`config.mk`:
```
export PLATFORM = sky130hd
export DESIGN_NAME = mem_req_scheduler
export DESIGN_NICKNAME = d
export VERILOG_FILES = /design/src/rtl/mem_req_scheduler.sv
export SDC_FILE = /design/constraint.sdc
export NUM_CORES = 1
export LEC_CHECK = 0
export BUFFER_PORTS_ARGS = -buffer_cell sky130_fd_sc_hd__buf_4
export CORE_MARGIN = 1
export CORE_UTILIZATION = 30
export CTS_BUF_LIST = sky130_fd_sc_hd__clkbuf_2 sky130_fd_sc_hd__clkbuf_4 sky130_fd_sc_hd__clkbuf_8
export DETAILED_ROUTE_END_ITERATION = 7
export GPL_ROUTABILITY_DRIVEN = 0
export PLACE_DENSITY_LB_ADDON = 0.12
export RECOVER_POWER = 100
export SLEW_MARGIN = 0
export SYNTH_ARGS = -nofsm -noshare
export SYNTH_HDL_FRONTEND = slang
export SYNTH_SLANG_ARGS = --single-unit
```
`constraint.sdc`:
```
create_clock -name clk -period 6.2 [get_ports clk]
set_input_delay 0.62 -clock clk [delete_from_list [all_inputs] [get_ports clk]]
set_output_delay 0.62 -clock clk [all_outputs]
set_load 0.005 [all_outputs]
```
`src/rtl/mem_req_scheduler.sv`:
```
// Arbitrates the shared memory bus between fetch (p0) and load/store (p1), one transaction in flight.
// p1 has priority; a starvation counter forces a p0 win after STARVE_LIMIT consecutive losses.
module mem_req_scheduler #(
    parameter int ADDR_WIDTH   = 32,
    parameter int DATA_WIDTH   = 32,
    parameter int STARVE_LIMIT = 4,
    parameter int TIMEOUT      = 64
) (
    input  logic                  clk,
    input  logic                  reset,
    input  logic                  programming,
    input  logic                  system_flush,
    input  logic                  req_valid_p0,
    input  logic [ADDR_WIDTH-1:0] addr_p0,
    output logic                  grant_p0,
    output logic                  rd_valid_p0,
    output logic [DATA_WIDTH-1:0] rd_data_p0,
    input  logic                  req_valid_p1,
    input  logic [ADDR_WIDTH-1:0] addr_p1,
    input  logic                  we_p1,
    input  logic [DATA_WIDTH-1:0] wrt_data_p1,
    output logic                  grant_p1,
    output logic                  rd_valid_p1,
    output logic [DATA_WIDTH-1:0] rd_data_p1,
    output logic                  req_valid_o,
    output logic [ADDR_WIDTH-1:0] addr_o,
    output logic                  we_o,
    output logic [DATA_WIDTH-1:0] wrt_data_o,
    input  logic [DATA_WIDTH-1:0] rd_data,
    input  logic                  data_valid,
    output logic                  timeout_err
);
    localparam logic [1:0] S_IDLE    = 2'd0;
    localparam logic [1:0] S_BUSY_P0 = 2'd1;
    localparam logic [1:0] S_BUSY_P1 = 2'd2;
    localparam logic [1:0] S_DRAIN   = 2'd3;

    logic [1:0] state;
    logic [3:0] starve_cnt;
    logic [7:0] to_cnt;
    logic       p0_eff, can_pick, pick_p0, pick_p1, to_hit;

    always_comb begin
        p0_eff   = req_valid_p0 & ~system_flush;
        // reset gating keeps grants low while reset is held, not just after the edge
        can_pick = (state == S_IDLE) & ~programming & ~reset;
        pick_p0  = can_pick & p0_eff & (~req_valid_p1 | (starve_cnt == 4'(STARVE_LIMIT)));
        pick_p1  = can_pick & req_valid_p1 & ~pick_p0;
        to_hit   = (to_cnt == 8'(TIMEOUT - 1));
    end

    assign grant_p0    = pick_p0;
    assign grant_p1    = pick_p1;
    assign req_valid_o = (state == S_BUSY_P0) | (state == S_BUSY_P1);

    always_ff @(posedge clk or posedge reset) begin
        if (reset) begin
            state       <= S_IDLE;
            starve_cnt  <= '0;
            to_cnt      <= '0;
            rd_valid_p0 <= 1'b0;
            rd_valid_p1 <= 1'b0;
            rd_data_p0  <= '0;
            rd_data_p1  <= '0;
            addr_o      <= '0;
            we_o        <= 1'b0;
            wrt_data_o  <= '0;
            timeout_err <= 1'b0;
        end else begin
            rd_valid_p0 <= 1'b0;
            rd_valid_p1 <= 1'b0;
            timeout_err <= 1'b0;
            case (state)
                S_IDLE: begin
                    to_cnt <= '0;
                    if (pick_p0) begin
                        state      <= S_BUSY_P0;
                        addr_o     <= addr_p0;
                        we_o       <= 1'b0;
                        wrt_data_o <= '0;
                        starve_cnt <= '0;
                    end else if (pick_p1) begin
                        state      <= S_BUSY_P1;
                        addr_o     <= addr_p1;
                        we_o       <= we_p1;
                        wrt_data_o <= wrt_data_p1;
                        if (p0_eff && starve_cnt < 4'(STARVE_LIMIT))
                            starve_cnt <= starve_cnt + 4'd1;
                    end
                end
                S_BUSY_P0: begin
                    if (data_valid) begin
                        // a flush landing with the response still kills it
                        if (!system_flush) begin
                            rd_valid_p0 <= 1'b1;
                            rd_data_p0  <= rd_data;
                        end
                        state  <= S_IDLE;
                        to_cnt <= '0;
                    end else if (to_hit) begin
                        state       <= S_IDLE;
                        timeout_err <= 1'b1;
                        to_cnt      <= '0;
                    end else begin
                        if (system_flush) state <= S_DRAIN;
                        to_cnt <= to_cnt + 8'd1;
                    end
                end
                S_BUSY_P1: begin
                    if (data_valid) begin
                        rd_valid_p1 <= 1'b1;
                        rd_data_p1  <= we_o ? '0 : rd_data;
                        state       <= S_IDLE;
                        to_cnt      <= '0;
                    end else if (to_hit) begin
                        state       <= S_IDLE;
                        timeout_err <= 1'b1;
                        to_cnt      <= '0;
                    end else begin
                        to_cnt <= to_cnt + 8'd1;
                    end
                end
                default: begin
                    // DRAIN: bus request dropped, stale fetch response swallowed
                    if (data_valid) begin
                        state  <= S_IDLE;
                        to_cnt <= '0;
                    end else if (to_hit) begin
                        state       <= S_IDLE;
                        timeout_err <= 1'b1;
                        to_cnt      <= '0;
                    end else begin
                        to_cnt <= to_cnt + 8'd1;
                    end
                end
            endcase
        end
    end
endmodule
```
# --- Word-level counts from Yosys, hierarchy flattened ---
# Cells that the tools add are included.
op_classes:
  add_sub_neg: 2
  order_cmp: 1
  n_eq_ne: 6
  n_mux: 29
  n_bitwise: 14
  reduce_logical: 10
op_table:
  columns: ["cell", "n"]
  rows:
  - ["$mux 32", 5]
  - ["$mux 8", 3]
  - ["$mux 2", 7]
  - ["$mux 4", 3]
  - ["$mux 1", 10]
  - ["$reduce_and 3->1", 3]
  - ["$add 8x1->8 const B", 1]
  - ["$eq 8x6->1 const B", 1]
  - ["$and 1x1->1", 7]
  - ["$not 1->1", 5]
  - ["$add 4x1->4 const B", 1]
  - ["$eq 4x3->1 const B", 1]
  - ["$lt 4x3->1 const B", 1]
  - ["$ne 4x4->1 const B", 1]
  - ["$pmux 2 s2", 1]
  - ["$reduce_and 2->1", 2]
  - ["$reduce_bool 2->1", 2]
  - ["$reduce_bool 4->1", 1]
  - ["$ne 3x3->1 const B", 1]
  - ["$eq 2x1->1 const B", 1]
  - ["$eq 2x2->1 const B", 1]
  - ["$logic_not 2->1", 1]
  - ["$or 1x1->1", 2]
  - ["$logic_and 1x1->1", 1]
totals:
  ff_bits: 146
  in_bits: 136
  out_inout_bits: 135
  elab_cells: 73

# --- Depth between registers and ports, before layout ---
# Gate-level depths: netlist (run 1).
depth:
  ltp_word: 10
  ltp_mapped: 10
  ltp_nobuf: 7

# --- Least setup slack after synthesis (run 1) ---
# No wires, ideal clock.
synth_timing:
  kind: "register to output"
  startpoint: "reg state[0]"
  endpoint: "out grant_p1"
  t_arrival_ns: 1.650
  setup_slack_ns: 3.930
  path_stages_with_launch: 7
  path_buffers: 2
  path_cell_list: "dfrtp_1 -> inv_1 -> ha_1 -> buf_6 -> or3b_4 -> nor3_2 -> buf_2"
synth_via:
  elab_chain_cells: 7
  elab_cells_between_ends: 8
  cone_classes: "7 x bitwise; 1 x reduce/logical"
synth_rtl:
  columns: ["element", "line_no", "rtl"]
  rows:
  - ["start, declared", "38", "logic [1:0] state;"]
  - ["start signal, assigned", "58", "state <= S_IDLE;"]
  - ["start signal, assigned", "77", "state <= S_BUSY_P0;"]
  - ["start signal, assigned", "83", "state <= S_BUSY_P1;"]
  - ["$logic_not 2->1 *", "46", "can_pick = (state == S_IDLE) & ~programming & ~reset;"]
  - ["$and 1x1->1 * (2 in a row)", "46", null]
  - ["$and 1x1->1 (2 in a row)", "47", "pick_p0 = can_pick & p0_eff & (~req_valid_p1 | (starve_cnt == 4'(STARVE_LIMIT)));"]
  - ["$not 1->1", "48", "pick_p1 = can_pick & req_valid_p1 & ~pick_p0;"]
  - ["$and 1x1->1 *", "48", null]
  - ["end, declared", "22", "output logic grant_p1,"]
# Every way passes the cells marked *; elsewhere a longest branch is shown, timed or not.

# --- Worst setup path after layout (run 1) ---
layout_timing:
  startpoint: "reg state[0]"
  endpoint: "out grant_p0"
layout_via:
  elab_chain_cells: 5
layout_rtl:
  columns: ["element", "line_no", "rtl"]
  rows:
  - ["$logic_not 2->1", "46", null]
  - ["$and 1x1->1 (2 in a row)", "46", null]
  - ["$and 1x1->1 (2 in a row)", "47", null]
  - ["end, declared", "15", "output logic grant_p0,"]
# No other way between the ends.

==> impl_table.tex, run 1 <==
\begin{tabular}{lr}
\hline
Metric & Value \\
\hline
\multicolumn{2}{l}{\textbf{Critical path}} \\
Data required time at the worst endpoint & approximately 5.6 ns \\
Family with the most delay on the worst path & compound AO/OA/AOI/OAI gates \\
Library cell contributing the largest single delay on the critical path & a211o\_1 \\
Type of destination of the critical path & primary output \\
Max Fanout on Critical Path & 37 \\
Data arrival time of the critical path & about 3.3 ns \\
Critical Path Most Common Cell & inv\_1 \\
Crit-path max cell delay & approximately 1.4 ns \\
Kind of start point of the critical path & register \\
Critical Setup Path Class & register to primary output \\
Cells along the critical path & inv\_1 -> ha\_1 -> or3b\_1 -> a211o\_1 -> inv\_1 -> clkbuf\_1 \\
Buffers \& Inverters on Critical Path & 3 \\
\multicolumn{2}{l}{\textbf{Synth}} \\
Proportion of synthesized flip-flops having asynchronous set or reset & 1.00 \\
Dominant combinational cell family by area after synthesis & simple AND/OR/NAND/NOR gates \\
Post-synthesis instance area & 6010 um\^{}2 \\
Fraction of the mapped netlist area in compound gates & 0.116 \\
Multiplexer fraction of the synthesized cell area & 0.0558 \\
Yosys warnings & 0 \\
Number of distinct library cell variants in the gate-level netlist after synthesis & 32 \\
Syn\_nets & slightly above 700 \\
Mean instance size in the synthesized netlist & about 11 um\^{}2 \\
Adder and majority gate portion of the synthesized area & 0.0125 \\
Post-synthesis xor/xnor area fraction & 0.00874 \\
Gate count after technology mapping & 571 \\
Basic-gate share of the synthesized area counting and, or, nand and nor cells & 0.162 \\
Count of state elements after synthesis & approximately 150 \\
Number of flops mapped to enable cells by yosys & 0 \\
Portion of the post-synthesis area used by sequential elements & 0.608 \\
Flip-flop cell with the highest count after synthesis & dfrtp\_1 \\
\multicolumn{2}{l}{\textbf{Clock tree}} \\
Clock buffer depth & 2 \\
Sinks on the clock net & roughly 150 \\
Post-CTS repair timing setup buffer count & 0 \\
Clock buffers created by TritonCTS & 17 \\
Clock insertion delay at the later pin of the skew report & $\sim$0.44 ns \\
\# H-tree levels & 4 \\
Clock tree from TritonCTS & yes \\
Post-CTS Hold Buffers & 0 \\
Clk slew on worst S/H paths & around 0.08 ns \\
Gates resized, CTS repair & 0 \\
Clock tree root driver cell & clkbuf\_8 \\
\multicolumn{2}{l}{\textbf{Route}} \\
Via density per instance & $\sim$4.5 \\
Overall routed net length & roughly 17,000 um \\
Via count & between 4,000 and 5,000 \\
DRC violation count after routing & 0 \\
Router iterations before antenna repair & 4 \\
Initial detailed-routing violation count & roughly 180 \\
Detail-routed net length per standard cell & 15.1 um \\
Post-DRT Antenna Nets & 0 \\
\multicolumn{2}{l}{\textbf{STA}} \\
Setup repair after global routing missed its margin & no \\
Count of final hold-check violations & 0 \\
Min Clock Period, post-route & around 3.9 ns \\
Final slew viol count & 221 \\
Setup skew after layout & around 0.0065 ns \\
Worst path setup slack after routing & $\sim$2.3 ns \\
Slew Limit Headroom & -1.43 \\
Worst-margin pin slew & approximately 3.6 ns \\
Final number of setup-violating endpoints & 0 \\
Setup Total Neg Slack & 0 ns \\
Final cycle utilization of the critical path & 0.636 \\
Peak clock frequency supported by timing & 254 MHz \\
\multicolumn{2}{l}{\textbf{Floorplan}} \\
Area of the placeable core & about 20,000 um\^{}2 \\
Overall die area & roughly 21,000 um\^{}2 \\
Number of top-level pins & 271 \\
Chip Height & 144 um \\
Rows & slightly above 50 \\
Die extent in x & 144 um \\
Initial cell density of the core & 0.308 \\
\multicolumn{2}{l}{\textbf{Power and ir drop}} \\
Worst-case vdd ir drop & between 150 and 200 uV \\
Ratio of total power to cell area & approximately 430 nW/um\^{}2 \\
LEAKAGE & between 0.004 and 0.005 uW \\
\multicolumn{2}{l}{\textbf{Layout}} \\
Count of fill cells added during filler insertion & between 1,500 and 2,000 \\
Highest-count cells in the layout ignoring fill and taps & nand2\_1 (164), dfrtp\_1 (146), buf\_4 (136) \\
Leading cell type in the layout, fill and taps excluded & nand2\_1 \\
Antenna diodes & 0 \\
Share of layout cells above drive strength 1 & 0.311 \\
Final Cell Area & between 8000 and 9000 um\^{}2 \\
Layout area overhead & 40.3\% \\
Layout net count & 970 \\
\multicolumn{2}{l}{\textbf{Global route}} \\
Leftover overflow at the end of global routing & 0 \\
First-pass GRT wire length & between 20,000 and 30,000 um \\
Total GRT Usage & 0.169 \\
Number of global-route vias before repair & a little over 5,000 \\
Initial antenna violation count & 0 \\
Largest net degree at the start of global routing & between 80 and 90 \\
\multicolumn{2}{l}{\textbf{Placement}} \\
Pre-CTS setup slack & around 3.3 ns \\
Port Buffer Count & 270 \\
Detailed placer's ending HPWL & around 12,000 um \\
Cell area after placement & 8230 um\^{}2 \\
\multicolumn{2}{l}{\textbf{Outcome}} \\
Violations in the final reports & max-capacitance violations, max-slew violations \\
Run status & finished with violations \\
\multicolumn{2}{l}{\textbf{Flow run}} \\
Max Cap Viol & 4 \\
\multicolumn{2}{l}{\textbf{Min path}} \\
Path category of the worst min-delay check & primary input to register \\
\hline
\end{tabular}
==> worst min-delay path, delay by kind of cell <==
kind                   cells  cell delay, ns
buffers and inverters      1            0.08
AND/OR/NAND/NOR            2            0.09
==> logic make-up (layout without fill, tap and decap cells) <==
kind of cell / Yosys count / after routing
xor gates and xnor gates: 6 / 6
AOI/OAI and AO/OA: 109 / 109
muxes: 33 / 33
adders and majority gates: 6 / 6
DFF: 146 / 146
buffers and inverters: 46 / 315
and+or+nand+nor: 225 / 225
==> registers in the layout, indices dropped and copies added (netlist names) <==
| name | cells |
|---|---|
| addr_o | 32 |
| to_cnt | 8 |
| rd_data_p1 | 32 |
| rd_valid_p0 | 1 |
| starve_cnt | 4 |
| timeout_err | 1 |
| wrt_data_o | 32 |
| rd_valid_p1 | 1 |
| rd_data_p0 | 32 |
| we_o | 1 |
| state | 2 |
==> layer usage <==
layer  global-route usage  vias to the layer above  routed length (um)
li1                     -                     2411                   -
met1                0.209                     2324                7050
met2                0.260                      204                7640
met3               0.0766                       15                1750
met4               0.0566                        0                 237
met5                    0                        -                   0
==> final timing paths <==
kind / start / endpoint / slack (ns) / cells after the start
min in group asynchronous: reset / state[0]$_DFFE_PP0P_ / 1.27 / 2
min: rd_data[11] / rd_data_p0[11]$_DFFE_PP0P_ / 0.38 / 3
min reg2reg: rd_data_p0[9]$_DFFE_PP0P_ / rd_data_p0[9]$_DFFE_PP0P_ / 0.48 / 2
max reg2reg: state[1]$_DFFE_PP0P_ / rd_data_p0[26]$_DFFE_PP0P_ / 2.73 / 7
max in group asynchronous: reset / to_cnt[6]$_DFF_PP0_ / 2.87 / 3
max: state[0]$_DFFE_PP0P_ / grant_p0 / 2.26 / 6
==> cell type report <==
cell class	count	area (um^2)	area share
tap	265	332	0.0393
clock buffer	18	241	0.0286
multi-input combinational	379	2130	0.252
sequential	146	3650	0.433
timing repair buffer	274	1880	0.223
inverter	10	38.8	0.00460
clock inverter	13	161	0.0191
==> cells in the mapped netlist (3+ instances only) <==
library cell / n / area [um^2]
a22o_1: 34 / 298
a22oi_1: 3 / 22.5
and3_1: 3 / 18.8
buf_2: 5 / 25.0
buf_6: 6 / 67.6
clkbuf_1: 24 / 90.1
dfrtp_1: 146 / 3650
ha_1: 6 / 75.1
inv_1: 9 / 33.8
mux2i_1: 32 / 320
nand2_1: 164 / 616
nand2b_1: 33 / 206
nand3_1: 5 / 25.0
nor2_1: 8 / 30.0
nor3_1: 5 / 25.0
o21ai_0: 64 / 320
xor2_1: 5 / 43.8
==> report_power, final <==
part	switching, uW	internal, uW	total (uW)
combinational	561	660	1220
clock	370	401	771
sequential	255	1360	1620
==> through the flow <==
step / total power, uW / utilization / hold WS [ns] / instances
after global routing: 3920 / 0.432 / 0.330 / 1105
after detailed placement: 3030 / 0.422 / 0.464 / 1074
after global placement: 2990 / 0.422 / 0.461 / 1074
after floorplan: 2150 / - / 0.467 / 571
after CTS: 3820 / 0.442 / 0.335 / 1105
final: 3610 / 0.432 / 0.381 / 1105
Note: power is estimated with default switching activity, not from simulation.
==> run 2: changes to the inputs <==
==> constraint.sdc (replaced) <==
create_clock -name clk -period 3.6 [get_ports clk]
set_input_delay 0.36 -clock clk [delete_from_list [all_inputs] [get_ports clk]]
set_output_delay 0.36 -clock clk [all_outputs]
set_load 0.005 [all_outputs]
==> run 2 against run 1 <==
Compared with the run above:
- the flow still finishes with violations (max-capacitance violations, max-slew violations)
- core utilization increased by 0.23 points
- critical path depth unchanged
- clock power increased by 75%
- cell count increased by 0.18%
- non-clock buffer count increased by 1
- register-to-register slack got worse by 2.3 ns
- count of clock-buffer cells in the layout increased by 2
- clock skew about the same
- combinational power increased by 75%
- critical endpoint unchanged
==> impl_table.tex, run 2 (same netlist as run 1, synthesis figures left out) <==
\begin{tabular}{lr}
\hline
Metric & Value \\
\hline
\multicolumn{2}{l}{\textbf{Clock tree}} \\
Clock tree root driver cell & clkbuf\_8 \\
Sinks on the clock net & 146 (unchanged) \\
Clock tree from TritonCTS & yes \\
Post-CTS Hold Buffers & 0 (unchanged) \\
Clock buffers created by TritonCTS & 17 (unchanged) \\
Clk slew on worst S/H paths & 0.08 ns (about the same) \\
Clock insertion delay at the later pin of the skew report & 0.44 ns (about the same) \\
Clock buffer depth & 2 (unchanged) \\
Gates resized, CTS repair & 0 (unchanged) \\
Post-CTS repair timing setup buffer count & 0 (unchanged) \\
\# H-tree levels & 4 (unchanged) \\
\multicolumn{2}{l}{\textbf{Power and ir drop}} \\
LEAKAGE & 0.00447 uW (+0.65\%) \\
Share of total power in the clock network & 0.216 (+0.002) \\
Switching share of power & 0.328 (about the same) \\
Combinational share of power & 0.341 (+0.003) \\
Switching power & 2060 uW (+74\%) \\
Flop pwr share & 0.444 (-0.004) \\
Power Internal & 4210 uW (+74\%) \\
Worst-case vdd ir drop & 269 uV (+43\%) \\
Total chip power & 6270 uW (+74\%) \\
Ratio of total power to cell area & 739 nW/um\^{}2 (+73\%) \\
\multicolumn{2}{l}{\textbf{STA}} \\
Min Clock Period, post-route & roughly 3.1 ns \\
Worst-margin pin slew & 2.01 ns (-1.62 ns) \\
Final slew viol count & 214 (-3.2\%) \\
Setup Total Neg Slack & 0 ns (unchanged) \\
Final number of setup-violating endpoints & 0 (unchanged) \\
Setup skew after layout & 0.00683 ns (+0.000365 ns) \\
Peak clock frequency supported by timing & around 320 MHz \\
Count of final hold-check violations & 0 (unchanged) \\
Setup repair after global routing missed its margin & no \\
Slew Limit Headroom & -0.346 (+1.08) \\
Final cycle utilization of the critical path & 0.874 \\
\multicolumn{2}{l}{\textbf{Critical path}} \\
Crit-path max cell delay & 0.67 ns (-0.74 ns) \\
Critical Path Most Common Cell & inv\_1 \\
Type of destination of the critical path & primary output \\
Startpoint of the most critical setup path & state[0]\$\_DFFE\_PP0P\_ \\
Setup crit end & grant\_p0 \\
CP Depth & 6 (unchanged) \\
End of the worst register-to-register path & wrt\_data\_o[2]\$\_DFFE\_PP0P\_ \\
Data required time at the worst endpoint & 3.24 ns (-2.34 ns) \\
Family with the most delay on the worst path & compound AO/OA/AOI/OAI gates \\
Kind of start point of the critical path & register \\
Cells along the critical path & inv\_1 -> ha\_1 -> or3b\_1 -> a211o\_2 -> inv\_1 -> clkbuf\_1 \\
Library cell contributing the largest single delay on the critical path & a211o\_2 \\
R2r worst-path depth & 6 (-1) \\
Critical Setup Path Class & register to primary output \\
Data arrival time of the critical path & 2.79 ns (-0.53 ns) \\
Register-to-register path setup slack & 0.48 ns (-2.25 ns) \\
Buffers \& Inverters on Critical Path & 3 (unchanged) \\
Reg2Reg Launch Point & state[0]\$\_DFFE\_PP0P\_ \\
Max Fanout on Critical Path & 37 (unchanged) \\
\multicolumn{2}{l}{\textbf{Floorplan}} \\
Die extent in x & 144 um (unchanged) \\
Rows & 51 (unchanged) \\
Area of the placeable core & 19,500 um\^{}2 (unchanged) \\
Chip Height & 144 um (unchanged) \\
Initial cell density of the core & 0.308 (unchanged) \\
Number of top-level pins & 271 (unchanged) \\
Overall die area & 20,600 um\^{}2 (unchanged) \\
\multicolumn{2}{l}{\textbf{Layout}} \\
Antenna diodes & 0 (unchanged) \\
Leading cell type in the layout, fill and taps excluded & nand2\_1 \\
Layout net count & 971 (+0.10\%) \\
Count of fill cells added during filler insertion & 2,006 (+0.40\%) \\
Share of layout cells above drive strength 1 & 0.319 (+0.00876) \\
Highest-count cells in the layout ignoring fill and taps & nand2\_1 (164), dfrtp\_1 (146), buf\_4 (134) \\
Fraction of the core area covered by cells at the end of the flow & 0.434 (+0.00231) \\
Layout area overhead & 41.1\% \\
\multicolumn{2}{l}{\textbf{Route}} \\
Detail-routed net length per standard cell & 15.5 um (+2.5\%) \\
Router iterations before antenna repair & 4 (unchanged) \\
DRC violation count after routing & 0 (unchanged) \\
Via density per instance & 4.49 (about the same) \\
Post-DRT Antenna Nets & 0 (unchanged) \\
Initial detailed-routing violation count & 133 (-28\%) \\
Overall routed net length & 17,100 um (+2.7\%) \\
Via count & 4,966 (+0.24\%) \\
\multicolumn{2}{l}{\textbf{Placement}} \\
Port Buffer Count & 270 (unchanged) \\
Detailed placer's ending HPWL & 12,400 um (+3.4\%) \\
\multicolumn{2}{l}{\textbf{Global route}} \\
Number of global-route vias before repair & 5,010 (-2.2\%) \\
First-pass GRT wire length & 26,500 um (-0.60\%) \\
Largest net degree at the start of global routing & 84 (+1.2\%) \\
Initial antenna violation count & 0 (unchanged) \\
Leftover overflow at the end of global routing & 0 (unchanged) \\
Total GRT Usage & 0.169 (-0.000325) \\
\multicolumn{2}{l}{\textbf{Flow run}} \\
Max Cap Viol & 4 (unchanged) \\
\multicolumn{2}{l}{\textbf{Min path}} \\
Launch point of the worst hold path & rd\_data[19] \\
Path category of the worst min-delay check & primary input to register \\
\multicolumn{2}{l}{\textbf{Outcome}} \\
Violations in the final reports & max-capacitance violations, max-slew violations \\
Run status & finished with violations \\
\hline
\end{tabular}
==> run 2: cell count changes in the layout (fill, tap and decap cells not counted), sizes merged <==
cell,change
clkinvlp,+1
inv,-1
clkinv,-1
clkbuf,+3
==> run 2: how the worst min path moves through the flow <==
| stage | endpoint | depth (start not counted) |
|---|---|---|
| after floorplan | rd_data_p0[0]$_DFFE_PP0P_ | 2 |
| after global placement | rd_data_p0[29]$_DFFE_PP0P_ | 2 |
| after detailed placement | rd_data_p0[18]$_DFFE_PP0P_ | 2 |
| after CTS | rd_data_p0[19]$_DFFE_PP0P_ | 3 |
| after global routing | rd_data_p0[14]$_DFFE_PP0P_ | 3 |
| final | rd_data_p0[19]$_DFFE_PP0P_ | 3 |
==> run 2: worst reg2reg max path, cell delays in order (launching register included) <==
cell      delay, ns
dfrtp_1        0.40
inv_1          0.11
ha_1           0.35
or3b_1         0.45
nor3_1         0.32
clkbuf_1       1.15
a22o_1         0.28
==> run 2: metal layers <==
metal,track usage,wire length [um],vias up,share of wire
li1,-,-,2417,-
met1,0.213,7510,2327,0.44
met2,0.263,7770,205,0.45
met3,0.0610,1550,17,0.091
met4,0.0638,284,0,0.017
met5,0,0,-,0
==> run 2: power groups by stage <==
stage	Clock, uW	Combinational (uW)	Sequential (uW)
after floorplan	0	910	2790
after global placement	0	2350	2810
after detailed placement	0	2400	2820
after CTS	1400	2390	2810
after global routing	1470	2420	2890
final	1350	2140	2780
==> run 2: per-stage QoR <==
| step | hold WS, ns | worst slack (ns) | cells | area (um^2) |
|---|---|---|---|---|
| floorplan | 0.465 | 1.41 | 571 | 6020 |
| global placement | 0.462 | 0.933 | 1075 | 8260 |
| detailed placement | 0.463 | 0.854 | 1075 | 8260 |
| CTS | 0.0730 | 0.416 | 1107 | 8680 |
| global route | 0.0851 | 0.150 | 1107 | 8480 |
| finish | 0.112 | 0.452 | 1107 | 8480 |
==> run 2: layout make-up <==
type	count	area (um^2)	area share
clock inverters	12	159	0.0187
inverters	10	38.8	0.00457
clock buffers	20	256	0.0302
repair buffers	275	1910	0.225
multi-input cells	379	2130	0.251
well taps	265	332	0.0391
flip-flops and latches	146	3650	0.431
==> run 3: changes to the inputs <==
--- a/config.mk
+++ b/config.mk
@@ -6,8 +6,8 @@
 export NUM_CORES = 1
 export LEC_CHECK = 0
 export BUFFER_PORTS_ARGS = -buffer_cell sky130_fd_sc_hd__buf_4
-export CORE_MARGIN = 1
-export CORE_UTILIZATION = 30
+export CORE_MARGIN = 5
+export CORE_UTILIZATION = 44
 export CTS_BUF_LIST = sky130_fd_sc_hd__clkbuf_2 sky130_fd_sc_hd__clkbuf_4 sky130_fd_sc_hd__clkbuf_8
 export DETAILED_ROUTE_END_ITERATION = 7
 export GPL_ROUTABILITY_DRIVEN = 0
==> run 3 against run 2 <==
Compared with the run above:
- hold slack improved by 0.0049 ns
- setup slack improved by 0.026 ns
- highest routed layer unchanged
- sequential cell count unchanged
- the run still ends with max-capacitance violations, max-slew violations left
==> impl_table.tex, run 3 (same netlist as run 1, synthesis figures left out) <==
\begin{tabular}{lr}
\hline
Metric & Value \\
\hline
\multicolumn{2}{l}{\textbf{Outcome}} \\
Run status & finished with violations \\
Violations in the final reports & max-capacitance violations, max-slew violations \\
\multicolumn{2}{l}{\textbf{Critical path}} \\
Max Fanout on Critical Path & 37 (unchanged) \\
Library cell contributing the largest single delay on the critical path & a211o\_2 \\
Critical Path Most Common Cell & inv\_1 \\
Critical Setup Path Class & register to primary output \\
Data required time at the worst endpoint & 3.24 ns (about the same) \\
Data arrival time of the critical path & 2.76 ns (-0.03 ns) \\
Cells along the critical path & inv\_1 -> ha\_1 -> or3b\_4 -> a211o\_2 -> inv\_1 -> clkbuf\_1 \\
Kind of start point of the critical path & register \\
Type of destination of the critical path & primary output \\
Crit-path max cell delay & 0.65 ns (-0.02 ns) \\
\multicolumn{2}{l}{\textbf{Global route}} \\
Largest net degree at the start of global routing & 98 (+17\%) \\
First-pass GRT wire length & 27,400 um (+3.4\%) \\
Initial antenna violation count & 0 (unchanged) \\
Number of global-route vias before repair & 5,363 (+7.0\%) \\
Total GRT Usage & 0.215 (+0.0460) \\
Leftover overflow at the end of global routing & 0 (unchanged) \\
\multicolumn{2}{l}{\textbf{STA}} \\
Final number of setup-violating endpoints & 0 (unchanged) \\
Final cycle utilization of the critical path & 0.867 (-0.00716) \\
Count of final hold-check violations & 0 (unchanged) \\
Peak clock frequency supported by timing & 320 MHz (+0.83\%) \\
Slew Limit Headroom & -0.253 (+0.0926) \\
Setup repair after global routing missed its margin & no \\
Worst path setup slack after routing & 0.478 ns (+0.0258 ns) \\
Final slew viol count & 208 (-2.8\%) \\
Setup skew after layout & 0.0140 ns (+0.00718 ns) \\
Worst-margin pin slew & 1.87 ns (-0.138 ns) \\
Setup Total Neg Slack & 0 ns (unchanged) \\
Min Clock Period, post-route & 3.12 ns (-0.0258 ns) \\
\multicolumn{2}{l}{\textbf{Clock tree}} \\
Clock buffer depth & 2 (unchanged) \\
Clock insertion delay at the later pin of the skew report & 0.44 ns (about the same) \\
Post-CTS Hold Buffers & 0 (unchanged) \\
\# H-tree levels & 4 (unchanged) \\
Clock buffers created by TritonCTS & 17 (unchanged) \\
Gates resized, CTS repair & 0 (unchanged) \\
Clock tree from TritonCTS & yes \\
Clk slew on worst S/H paths & 0.07 ns (about the same) \\
Post-CTS repair timing setup buffer count & 0 (unchanged) \\
Sinks on the clock net & 146 (unchanged) \\
Clock tree root driver cell & clkbuf\_8 \\
\multicolumn{2}{l}{\textbf{Min path}} \\
Path category of the worst min-delay check & primary input to register \\
\multicolumn{2}{l}{\textbf{Flow run}} \\
Max Cap Viol & 3 (-1) \\
\multicolumn{2}{l}{\textbf{Floorplan}} \\
Die extent in x & 127 um (-12\%) \\
Number of top-level pins & 271 (unchanged) \\
Initial cell density of the core & 0.451 (+0.143) \\
Chip Height & 127 um (-12\%) \\
Rows & 42 (-18\%) \\
Overall die area & 16,100 um\^{}2 (-22\%) \\
Area of the placeable core & 13,300 um\^{}2 (-32\%) \\
\multicolumn{2}{l}{\textbf{Layout}} \\
Highest-count cells in the layout ignoring fill and taps & nand2\_1 (164), dfrtp\_1 (146), buf\_4 (136) \\
Layout net count & 972 (+0.10\%) \\
Share of layout cells above drive strength 1 & 0.318 (-0.00157) \\
Antenna diodes & 0 (unchanged) \\
Layout area overhead & 38.6\% \\
Count of fill cells added during filler insertion & 1,158 (-42\%) \\
Leading cell type in the layout, fill and taps excluded & nand2\_1 \\
\multicolumn{2}{l}{\textbf{Power and ir drop}} \\
LEAKAGE & 0.00447 uW (-0.11\%) \\
Worst-case vdd ir drop & 326 uV (+22\%) \\
Ratio of total power to cell area & 742 nW/um\^{}2 (+0.45\%) \\
\multicolumn{2}{l}{\textbf{Placement}} \\
Port Buffer Count & 270 (unchanged) \\
Detailed placer's ending HPWL & 12,700 um (+2.9\%) \\
Pre-CTS setup slack & 0.907 ns (+0.0527 ns) \\
\multicolumn{2}{l}{\textbf{Route}} \\
DRC violation count after routing & 0 (unchanged) \\
Router iterations before antenna repair & 4 (unchanged) \\
Detail-routed net length per standard cell & 16.6 um (+7.5\%) \\
Initial detailed-routing violation count & 294 (+120\%) \\
Overall routed net length & 16,900 um (-1.1\%) \\
Via count & 5,027 (+1.2\%) \\
Via density per instance & 4.93 (+10\%) \\
Post-DRT Antenna Nets & 0 (unchanged) \\
\hline
\end{tabular}
[run 3: final timing paths]
check	startpoint	end	slack (ns)	depth (start not counted)
min in group asynchronous	reset	state[0]$_DFFE_PP0P_	0.42	2
worst min register to register	rd_data_p0[9]$_DFFE_PP0P_	rd_data_p0[9]$_DFFE_PP0P_	0.48	2
worst max register to register	state[1]$_DFFE_PP0P_	wrt_data_o[4]$_DFFE_PP0P_	0.54	6
max in group asynchronous	reset	rd_data_p0[11]$_DFFE_PP0P_	1.19	3
worst min-delay path	rd_data[4]	rd_data_p0[4]$_DFFE_PP0P_	0.12	3
worst max-delay path	state[1]$_DFFE_PP0P_	grant_p0	0.48	6
[run 3: cell type report]
| cell class | instances | area (um^2) | share of cell area |
|---|---|---|---|
| inverter | 10 | 38.8 | 0.00465 |
| sequential | 146 | 3650 | 0.438 |
| clock inverter | 11 | 110 | 0.0132 |
| timing repair buffer | 276 | 1890 | 0.227 |
| clock buffer | 21 | 283 | 0.0339 |
| tap | 176 | 220 | 0.0264 |
| multi-input combinational | 379 | 2140 | 0.257 |
[run 3: routing by layer]
metal  vias up  part of all wire  GRT usage
met2       216              0.49      0.357
met4         0             0.013     0.0688
met5         -                 0          0
met1      2380              0.40      0.257
met3        17             0.096     0.0832
li1       2414                 -          -
[run 3: where the power goes]
part | switching, uW | internal, uW | leakage, uW | total [uW]
logic | 985 | 1140 | 0.00241 | 2130
clock network | 597 | 669 | 0.000204 | 1270
registers | 449 | 2350 | 0.00185 | 2800
[run 3: critical path: cells and delay by family, from the launching register on]
family / cells / cell delay, ns
simple gates: 1 / 0.45
buf+inv: 3 / 0.47
fa+ha+maj: 1 / 0.34
flops: 1 / 0.39
compound gates: 1 / 0.65
[run 3: through the flow]
step / power (uW) / util / hold WS (ns) / cells / area, um^2
global route: 6680 / 0.624 / 0.0838 / 1019 / 8340
floorplan: 3700 / - / 0.465 / 571 / 6020
finish: 6190 / 0.624 / 0.117 / 1019 / 8340
CTS: 6530 / 0.640 / 0.0848 / 1019 / 8540
detailed placement: 5240 / 0.610 / 0.464 / 987 / 8150
global placement: 5150 / 0.610 / 0.459 / 987 / 8150
